[src/rtl/pipe_stage_buf.sv]
// Valid/ready pipeline-stage register with a 2-entry skid buffer, flush-to-bubble
// and a saturating stall-cycle counter. All state updates on the falling clock edge.
module pipe_stage_buf #(
  parameter int               WIDTH     = 96,
  parameter logic [WIDTH-1:0] NOP_VALUE = '0,
  parameter int               CNT_W     = 16
) (
  input  logic             Clk,
  input  logic             Clrn,
  input  logic             flush,
  input  logic             in_valid,
  output logic             in_ready,
  input  logic [WIDTH-1:0] in_data,
  output logic             out_valid,
  input  logic             out_ready,
  output logic [WIDTH-1:0] out_data,
  output logic [1:0]       occupancy,
  output logic [CNT_W-1:0] stall_cnt
);

  typedef enum logic [1:0] {
    EMPTY = 2'd0,
    ONE   = 2'd1,
    TWO   = 2'd2
  } state_t;

  state_t           state, state_nxt;
  logic [WIDTH-1:0] head, head_nxt;
  logic [WIDTH-1:0] skid, skid_nxt;
  logic             ready_q;
  logic [CNT_W-1:0] cnt_nxt;
  logic             push, pop;

  function automatic logic [CNT_W-1:0] sat_inc(input logic [CNT_W-1:0] v);
    return (&v) ? v : v + CNT_W'(1);
  endfunction

  assign push      = in_valid & ready_q;
  assign pop       = out_valid & out_ready;
  assign out_valid = (state != EMPTY);
  assign out_data  = head;
  assign in_ready  = ready_q;
  assign occupancy = 2'(state);

  always_comb begin
    state_nxt = state;
    head_nxt  = head;
    skid_nxt  = skid;
    if (flush) begin
      state_nxt = EMPTY;
      head_nxt  = NOP_VALUE;
      skid_nxt  = NOP_VALUE;
    end else begin
      case (state)
        EMPTY: if (push) begin
          state_nxt = ONE;
          head_nxt  = in_data;
        end
        ONE: begin
          if (push && pop) begin
            head_nxt = in_data;
          end else if (push) begin
            state_nxt = TWO;
            skid_nxt  = in_data;
          end else if (pop) begin
            state_nxt = EMPTY;
            head_nxt  = NOP_VALUE;
          end
        end
        TWO: if (pop) begin
          state_nxt = ONE;
          head_nxt  = skid;
          skid_nxt  = NOP_VALUE;
        end
        default: begin
          state_nxt = EMPTY;
          head_nxt  = NOP_VALUE;
          skid_nxt  = NOP_VALUE;
        end
      endcase
    end
  end

  // A flushed edge is not a stall, even if the head was being held.
  always_comb begin
    cnt_nxt = stall_cnt;
    if (out_valid && !out_ready && !flush) cnt_nxt = sat_inc(stall_cnt);
  end

  // in_ready comes from the next-state decode, so out_ready never reaches it combinationally.
  always_ff @(negedge Clk or negedge Clrn) begin
    if (!Clrn) begin
      state     <= EMPTY;
      head      <= NOP_VALUE;
      skid      <= NOP_VALUE;
      ready_q   <= 1'b1;
      stall_cnt <= '0;
    end else begin
      state     <= state_nxt;
      head      <= head_nxt;
      skid      <= skid_nxt;
      ready_q   <= (state_nxt != TWO);
      stall_cnt <= cnt_nxt;
    end
  end

endmodule

[config.mk]
export PLATFORM = sky130hd
export DESIGN_NAME = pipe_stage_buf
export DESIGN_NICKNAME = d
export VERILOG_FILES = /design/src/rtl/pipe_stage_buf.sv
export SDC_FILE = /design/constraint.sdc
export NUM_CORES = 1
export LEC_CHECK = 0
export CORE_UTILIZATION = 36
export DETAILED_ROUTE_END_ITERATION = 10
export GPL_TIMING_DRIVEN = 0
export PLACE_DENSITY = 0.57
export SLEW_MARGIN = 20
export SYNTH_ARGS = -nofsm -noshare
export SYNTH_HDL_FRONTEND = slang
export SYNTH_SLANG_ARGS = --single-unit
[constraint.sdc]
create_clock -name Clk -period 2.33 [get_ports Clk]
set_clock_uncertainty 0.15 [all_clocks]
set_input_delay 0.699 -clock Clk [delete_from_list [all_inputs] [get_ports Clk]]
set_output_delay 0.699 -clock Clk [all_outputs]
set_load 0.03 [all_outputs]
Yosys cells after proc, flatten, opt, wreduce, memory -nomap -nowiden
Index checks and enable logic that the tools add are counted.
- bits in registers: 211
- add/subtract/negate cells: 1
- equality and inequality tests: 10
- mux-type cells: 17
- bitwise operators: 3
- reductions and logical operators: 11
- operator list (kind ; count):
    2-to-1 mux 96 bit ; 8
    case mux 96 bit (3 select lines) ; 2
    adder 16 x 1 -> 16 bit, second input constant ; 1
    AND reduction 16 bit ; 1
    2-to-1 mux 2 bit ; 6
    inequality test 3 bit, second input constant ; 4
    inequality test 4 bit, second input constant ; 2
    AND reduction 4 bit ; 2
    case mux 2 bit (3 select lines) ; 1
    inequality test 2 bit, second input constant ; 2
    logical AND 1 bit ; 3
    AND 1 bit ; 2
    == test 2 x 1 -> 1 bit, second input constant ; 1
    == test 2 bit, second input constant ; 1
    zero test 1 bit ; 2
    zero test 2 bit ; 1
    AND reduction 2 bit ; 1
    nonzero test 2 bit ; 1
    NOT 1 bit ; 1

Depth between registers and ports, before layout
Gate-level depths: netlist of the first run.
- depth in word-level cells: 8
- mapped depth: 7

==> results_dict.tcl, run 1 <==
set metrics [dict create \
    place_ws_ps -1882 \
    min_to "out_data[58]$_DFFE_NN0P_" \
    gp_congestion 0.7268 \
    initial_core_util 0.3707 \
    crit_fanout 3 \
    setup_viol 325 \
    synth_compound_area_frac 0.1518 \
    reg2reg_from "occupancy[0]$_DFF_NN0_" \
    io_pins 217 \
    vias 9411 \
    synth_top_family_by_area "multiplexers" \
    fp.dieArea_um2 30650 \
    grt_pass1_wl_um 54020 \
    worst_r2r_endpoint "out_data[9]$_DFFE_NN0P_" \
    grt_pass1_vias 9522 \
    power_mw 11.58 \
    cts_buffers 26 \
    synthMuxAreaShare 0.1793 \
    syn-mean-instance-area_um2 10.38 \
    rsz0062_at_grt "true" \
    dieHeight_um 175.1 \
    outcome "complete, but fails checks" \
    via_per_inst 4.951 \
    yosys.area_share.simple 0.09144 \
    violations "negative setup slack" \
    synthCells 1039 \
    root_buffer "clkbuf_16" \
    critPathKind "flip-flop to primary output" \
    final_common_cell "dfrtn_1" \
    postPlaceCellArea_um2 14260 \
    cts-htree-levels 1 \
    syn-num-nets 1141 \
    tightest_slew_ps 784.6 \
    clock_latency_ps 570 \
    grt.total_usage 0.2206 \
    final_cell_area_um2 18980 \
    numClockSinks 211 \
    ff2ff_path_depth 9 \
    synth_fa_ha_area_frac 0.001160 \
    syn_area_um2 10780 \
    postCtsHoldBufs 0 \
    routed_wl_um 35300 \
    holdCritPathClass "flip-flop to flip-flop" \
    layout_setup_ws_ps -989.2 \
    most-common-layout-cells "dfrtn_1 (210), mux2i_1 (191), buf_4 (159), buf_6 (131), nand2_1 (103)" \
    ys_seq_elements 211 \
    final_nets 1597 \
    peakVddDrop_mv 0.7833 \
    nFillCells 2278 \
    grt_overflow_total 0 \
    end_kind "primary output" \
    clk_pin_slew_worst_paths_ps 50 \
    final_max_slew_viol_count 0 \
    io_buffers 215 \
    worstPathRequired_ps 1480 \
    core_area_um2 29090 \
    drtAntennaViolNets 0 \
    relSlewSlack 0.4746 \
    synth_seq_area_share 0.4898 \
    power_density_nw_per_um2 610.0 \
    cp.arrival_ps 2470 \
    drt_first_pass_iters 5 \
    worst_hold_path.num_cells 1 \
    hold_start "out_data[58]$_DFFE_NN0P_" \
    p_leak_nw 8.493 \
    cts_buffer_depth 3 \
    place_hpwl_um 19960 \
    cts_tree "yes" \
    maxCapViolCount 0 \
    hold_slack_ps 316.4 \
    die_w_um 175.1 \
    drtIter0Drc 378 \
    setup-tns-final_ps -159490 \
    grt_antenna_before_repair 5 \
    r2r_slack_ps -190 \
    yosysWarnings 0 \
    ys_types 40 \
    startpoint_type "flip-flop" \
    synth_xor_xnor_area_share 0.01300 \
    crit_start "occupancy[0]$_DFF_NN0_" \
    hold_viol 0 \
    core.rowCount 62 \
    synthToLayoutAreaGrowth_pct 75.99 \
    drive_gt1_frac 0.4310 \
    route.detailed.drc 0 \
    wl_per_cell_um 18.57 \
    grt_max_degree 91 \
]
## worst max-delay path by stage
stage,end,slack (ps)
global placement,out_data[15]$_DFFE_NN0P_,-10190
finish,out_valid,-990
floorplan,skid[55]$_DFFE_NN0P_,-660
detailed placement,out_data[10]$_DFFE_NN0P_,-1880
global route,out_valid,-1010
CTS,out_valid,-1010
## state kept, by name, summed over array words and instances (netlist names)
register,count
skid,96
occupancy,2
out_data,96
stall_cnt,16
in_ready,1
## critical path: stages, from the launching register on
cell and delay [ps]:
dfrtn_1 370, or2_4 270, buf_6 150
## synth_stat cells (all sizes together)
master	instances	share of area
a21o	1	0.00070
a21oi	99	0.046
a2bb2oi	1	0.00081
and3	1	0.00058
and4	1	0.00081
buf	47	0.029
clkbuf	30	0.010
dfrtn	210	0.49
dfstp	1	0.0024
ha	1	0.0012
inv	99	0.034
mux2	1	0.0010
mux2i	192	0.18
nand2	106	0.037
nand2b	2	0.0012
nand3	2	0.00093
nand4	4	0.0023
nor2	102	0.036
nor2b	2	0.0012
nor3	8	0.0042
nor3b	1	0.00070
nor4	5	0.0029
nor4bb	1	0.00093
o211ai	1	0.00070
o21ai	3	0.0014
o21bai	1	0.00070
o2bb2ai	96	0.10
or2	4	0.0023
or4	1	0.0010
xnor2	1	0.00081
xor2	15	0.012
## power by group
part | leakage (nW) | internal [mW] | total, mW | switching [mW]
Clock | 0.438 | 2.48 | 4.09 | 1.61
Combinational | 5.18 | 1.69 | 3.35 | 1.66
Sequential | 2.87 | 3.96 | 4.14 | 0.183
Total | 8.49 | 8.12 | 11.6 | 3.45
## per-stage QoR
step                      utilization  std cells
after floorplan                     -       1039
after global placement         0.4883       1638
after detailed placement       0.4903       1640
after CTS                      0.6191       1859
after global routing           0.6523       1900
final                          0.6523       1901
## layer usage
| layer | up-vias | global-route usage | routed length [um] | share of wire |
|---|---|---|---|---|
| met5 | - | 0 | 38 | 0.0011 |
| met4 | 6 | 0.03913 | 568 | 0.016 |
| met3 | 45 | 0.05070 | 1960 | 0.056 |
| met2 | 197 | 0.3659 | 17120 | 0.48 |
| met1 | 4692 | 0.2956 | 15620 | 0.44 |
| li1 | 4471 | - | - | - |
## repair_timing
item | in CTS | in global routing
gates cloned | 28 | 9
setup buffers | 143 | 50
endpoints found under the hold margin | 0 | 0
resized for setup | 1041 | 129
endpoints found under the setup margin | 327 | 325
pin swaps | 53 | 47
## final cells by class
class                           instances  area (um2)  area share
Inverter                               98       380.4     0.02004
Tap cell                              384       480.5     0.02532
Multi-Input combinational cell        652        6232      0.3284
Antenna cell                            2       5.005   0.0002637
Clock buffer                           42       812.0     0.04279
Clock inverter                          7       58.81    0.003099
Buffer                                 74        1020     0.05374
Timing Repair Buffer                  431        4707      0.2480
Sequential cell                       211        5281      0.2783
## logic make-up after synthesis
group / after synthesis
and+or+nand+nor: 240
DFF: 211
AOI/OAI and AO/OA: 202
muxes: 193
buffers and inverters: 176
xor gates and xnor gates: 16
adders and majority gates: 1
Power figures use the tool's default switching activity.
==> run 2, diff against run 1 <==
- SLEW_MARGIN: 20 -> not set
==> run 2 against run 1 <==
The run still ends with negative setup slack left. Via count about the same. Non-clock buffer count decreased by 1. First-iteration DRC count increased by 4.5%. Register-to-register slack about the same. Critical endpoint unchanged. Largest cell class unchanged.
==> results_dict.tcl, run 2 (same netlist as run 1, synthesis figures left out) <==
set metrics [dict create \
    final_max_slew_viol_count 0 \
    layout_setup_ws_ps -992.0 \
    place_hpwl_um 19820 \
    end_kind "primary output" \
    io_pins 217 \
    relSlewSlack 0.4825 \
    peakVddDrop_mv 0.4928 \
    routed_wl_um 35640 \
    reg2reg_from "occupancy[0]$_DFF_NN0_" \
    drtIter0Drc 395 \
    hold_viol 0 \
    final_common_cell "dfrtn_1" \
    clock_latency_ps 570 \
    place_ws_ps -1866 \
    vias 9405 \
    drive_gt1_frac 0.4428 \
    power_density_nw_per_um2 604.8 \
    grt_antenna_before_repair 6 \
    grt_pass1_vias 9535 \
    power_mw 11.62 \
    ff2ff_path_depth 10 \
    initial_core_util 0.3707 \
    worst_r2r_endpoint "out_data[90]$_DFFE_NN0P_" \
    p_leak_nw 8.776 \
    io_buffers 215 \
    startpoint_type "flip-flop" \
    core_area_um2 29090 \
    gp_congestion 0.7268 \
    dieHeight_um 175.1 \
    worstPathRequired_ps 1480 \
    cp.arrival_ps 2470 \
    r2r_slack_ps -190 \
    holdCritPathClass "flip-flop to flip-flop" \
    setup_viol 325 \
    core.rowCount 62 \
    drt_first_pass_iters 4 \
    seq_area_um2 5281 \
    die_w_um 175.1 \
    setup.worst_path.end "out_valid" \
    nFillCells 2230 \
    cts_tree "yes" \
    violations "negative setup slack" \
    drtAntennaViolNets 0 \
    grt.total_usage 0.2199 \
    crit_start "occupancy[0]$_DFF_NN0_" \
    most-common-layout-cells "dfrtn_1 (210), mux2i_1 (187), buf_4 (153), buf_6 (132), nand2_1 (104)" \
    maxCapViolCount 0 \
    outcome "complete, but fails checks" \
    route.detailed.drc 0 \
    multi_input_area_um2 6387 \
    grt_max_degree 105 \
    critPathKind "flip-flop to primary output" \
    grt_overflow_total 0 \
    clk_pin_slew_worst_paths_ps 40 \
    grt_pass1_wl_um 53720 \
    fp.dieArea_um2 30650 \
    crit_fanout 3 \
    wl_per_cell_um 18.80 \
    cts-htree-levels 1 \
    rsz0062_at_grt "true" \
    via_per_inst 4.960 \
    final_nets 1596 \
    synthToLayoutAreaGrowth_pct 78.23 \
    tightest_slew_ps 772.8 \
    root_buffer "clkbuf_16" \
    cts_buffers 26 \
    cts_buffer_depth 3 \
    numClockSinks 211 \
]
run 2: cell count changes in the layout (fill, tap and decap cells not counted), moves of 7 or more:
cell             delta
o2bb2ai_4          -12
clkdlybuf4s50_1    -31
dlymetal6s2s_1     +26
o2bb2ai_2          +12
clkbuf_8            -7
a21oi_1            -16
a21oi_4            +31
a21oi_2            -15
run 2: report_power, final:
| part | leakage [nW] | switching (mW) | internal [mW] |
|---|---|---|---|
| combinational | 5.47 | 1.67 | 1.68 |
| sequential | 2.87 | 0.184 | 3.96 |
| clock | 0.431 | 1.62 | 2.51 |
run 2: what timing repair did:
| action | in CTS | in global routing |
|---|---|---|
| hold buffers | 0 | 0 |
| hold endpoints to repair | 0 | 0 |
| gates cloned | 25 | 12 |
| buffers inserted | 149 | 53 |
| endpoints found under the setup margin | 436 | 379 |
| gates resized for setup | 1049 | 212 |
| pin swaps | 31 | 101 |
run 2: metal layers:
metal	up-vias	part of all wire	global-route usage
met2	209	0.48	0.3656
met3	45	0.056	0.05418
li1	4467	-	-
met4	10	0.016	0.03841
met1	4674	0.45	0.2918
met5	-	0.0019	0
run 2: layout make-up:
cell class	count	area share
inverter	98	0.01914
tap	384	0.02500
sequential	211	0.2748
clock buffer	38	0.04043
multi-input combinational	652	0.3324
clock inverter	8	0.004753
antenna	1	0.0001302
buffer	68	0.04831
timing repair buffer	436	0.2551
run 2: worst max-delay path: stages, from the launching register on:
cell and delay (ps):
dfrtn_1 370, or2_4 270, buf_6 150
run 2: how the worst min path moves through the flow:
stage / from / end / slack [ps] / cells after the start
floorplan: skid[0]$_DFFE_NN0P_ / skid[0]$_DFFE_NN0P_ / 320 / 2
global placement: out_data[49]$_DFFE_NN0P_ / out_data[49]$_DFFE_NN0P_ / 290 / 1
detailed placement: out_data[48]$_DFFE_NN0P_ / out_data[48]$_DFFE_NN0P_ / 290 / 1
CTS: out_data[17]$_DFFE_NN0P_ / out_data[17]$_DFFE_NN0P_ / 320 / 1
global route: out_data[31]$_DFFE_NN0P_ / out_data[31]$_DFFE_NN0P_ / 330 / 1
finish: out_data[31]$_DFFE_NN0P_ / out_data[31]$_DFFE_NN0P_ / 320 / 1
run 2: metrics by stage:
step	instances	hold slack [ps]	util	instance area, um2	TNS, ps
after floorplan	1039	315.2	-	11570	-154050
after global placement	1638	294.1	0.4883	14200	-2566550
after detailed placement	1639	291.0	0.4894	14240	-540260
after CTS	1855	322.5	0.6178	17970	-159510
after global routing	1895	328.4	0.6606	19220	-163620
final	1896	317.0	0.6606	19220	-152770
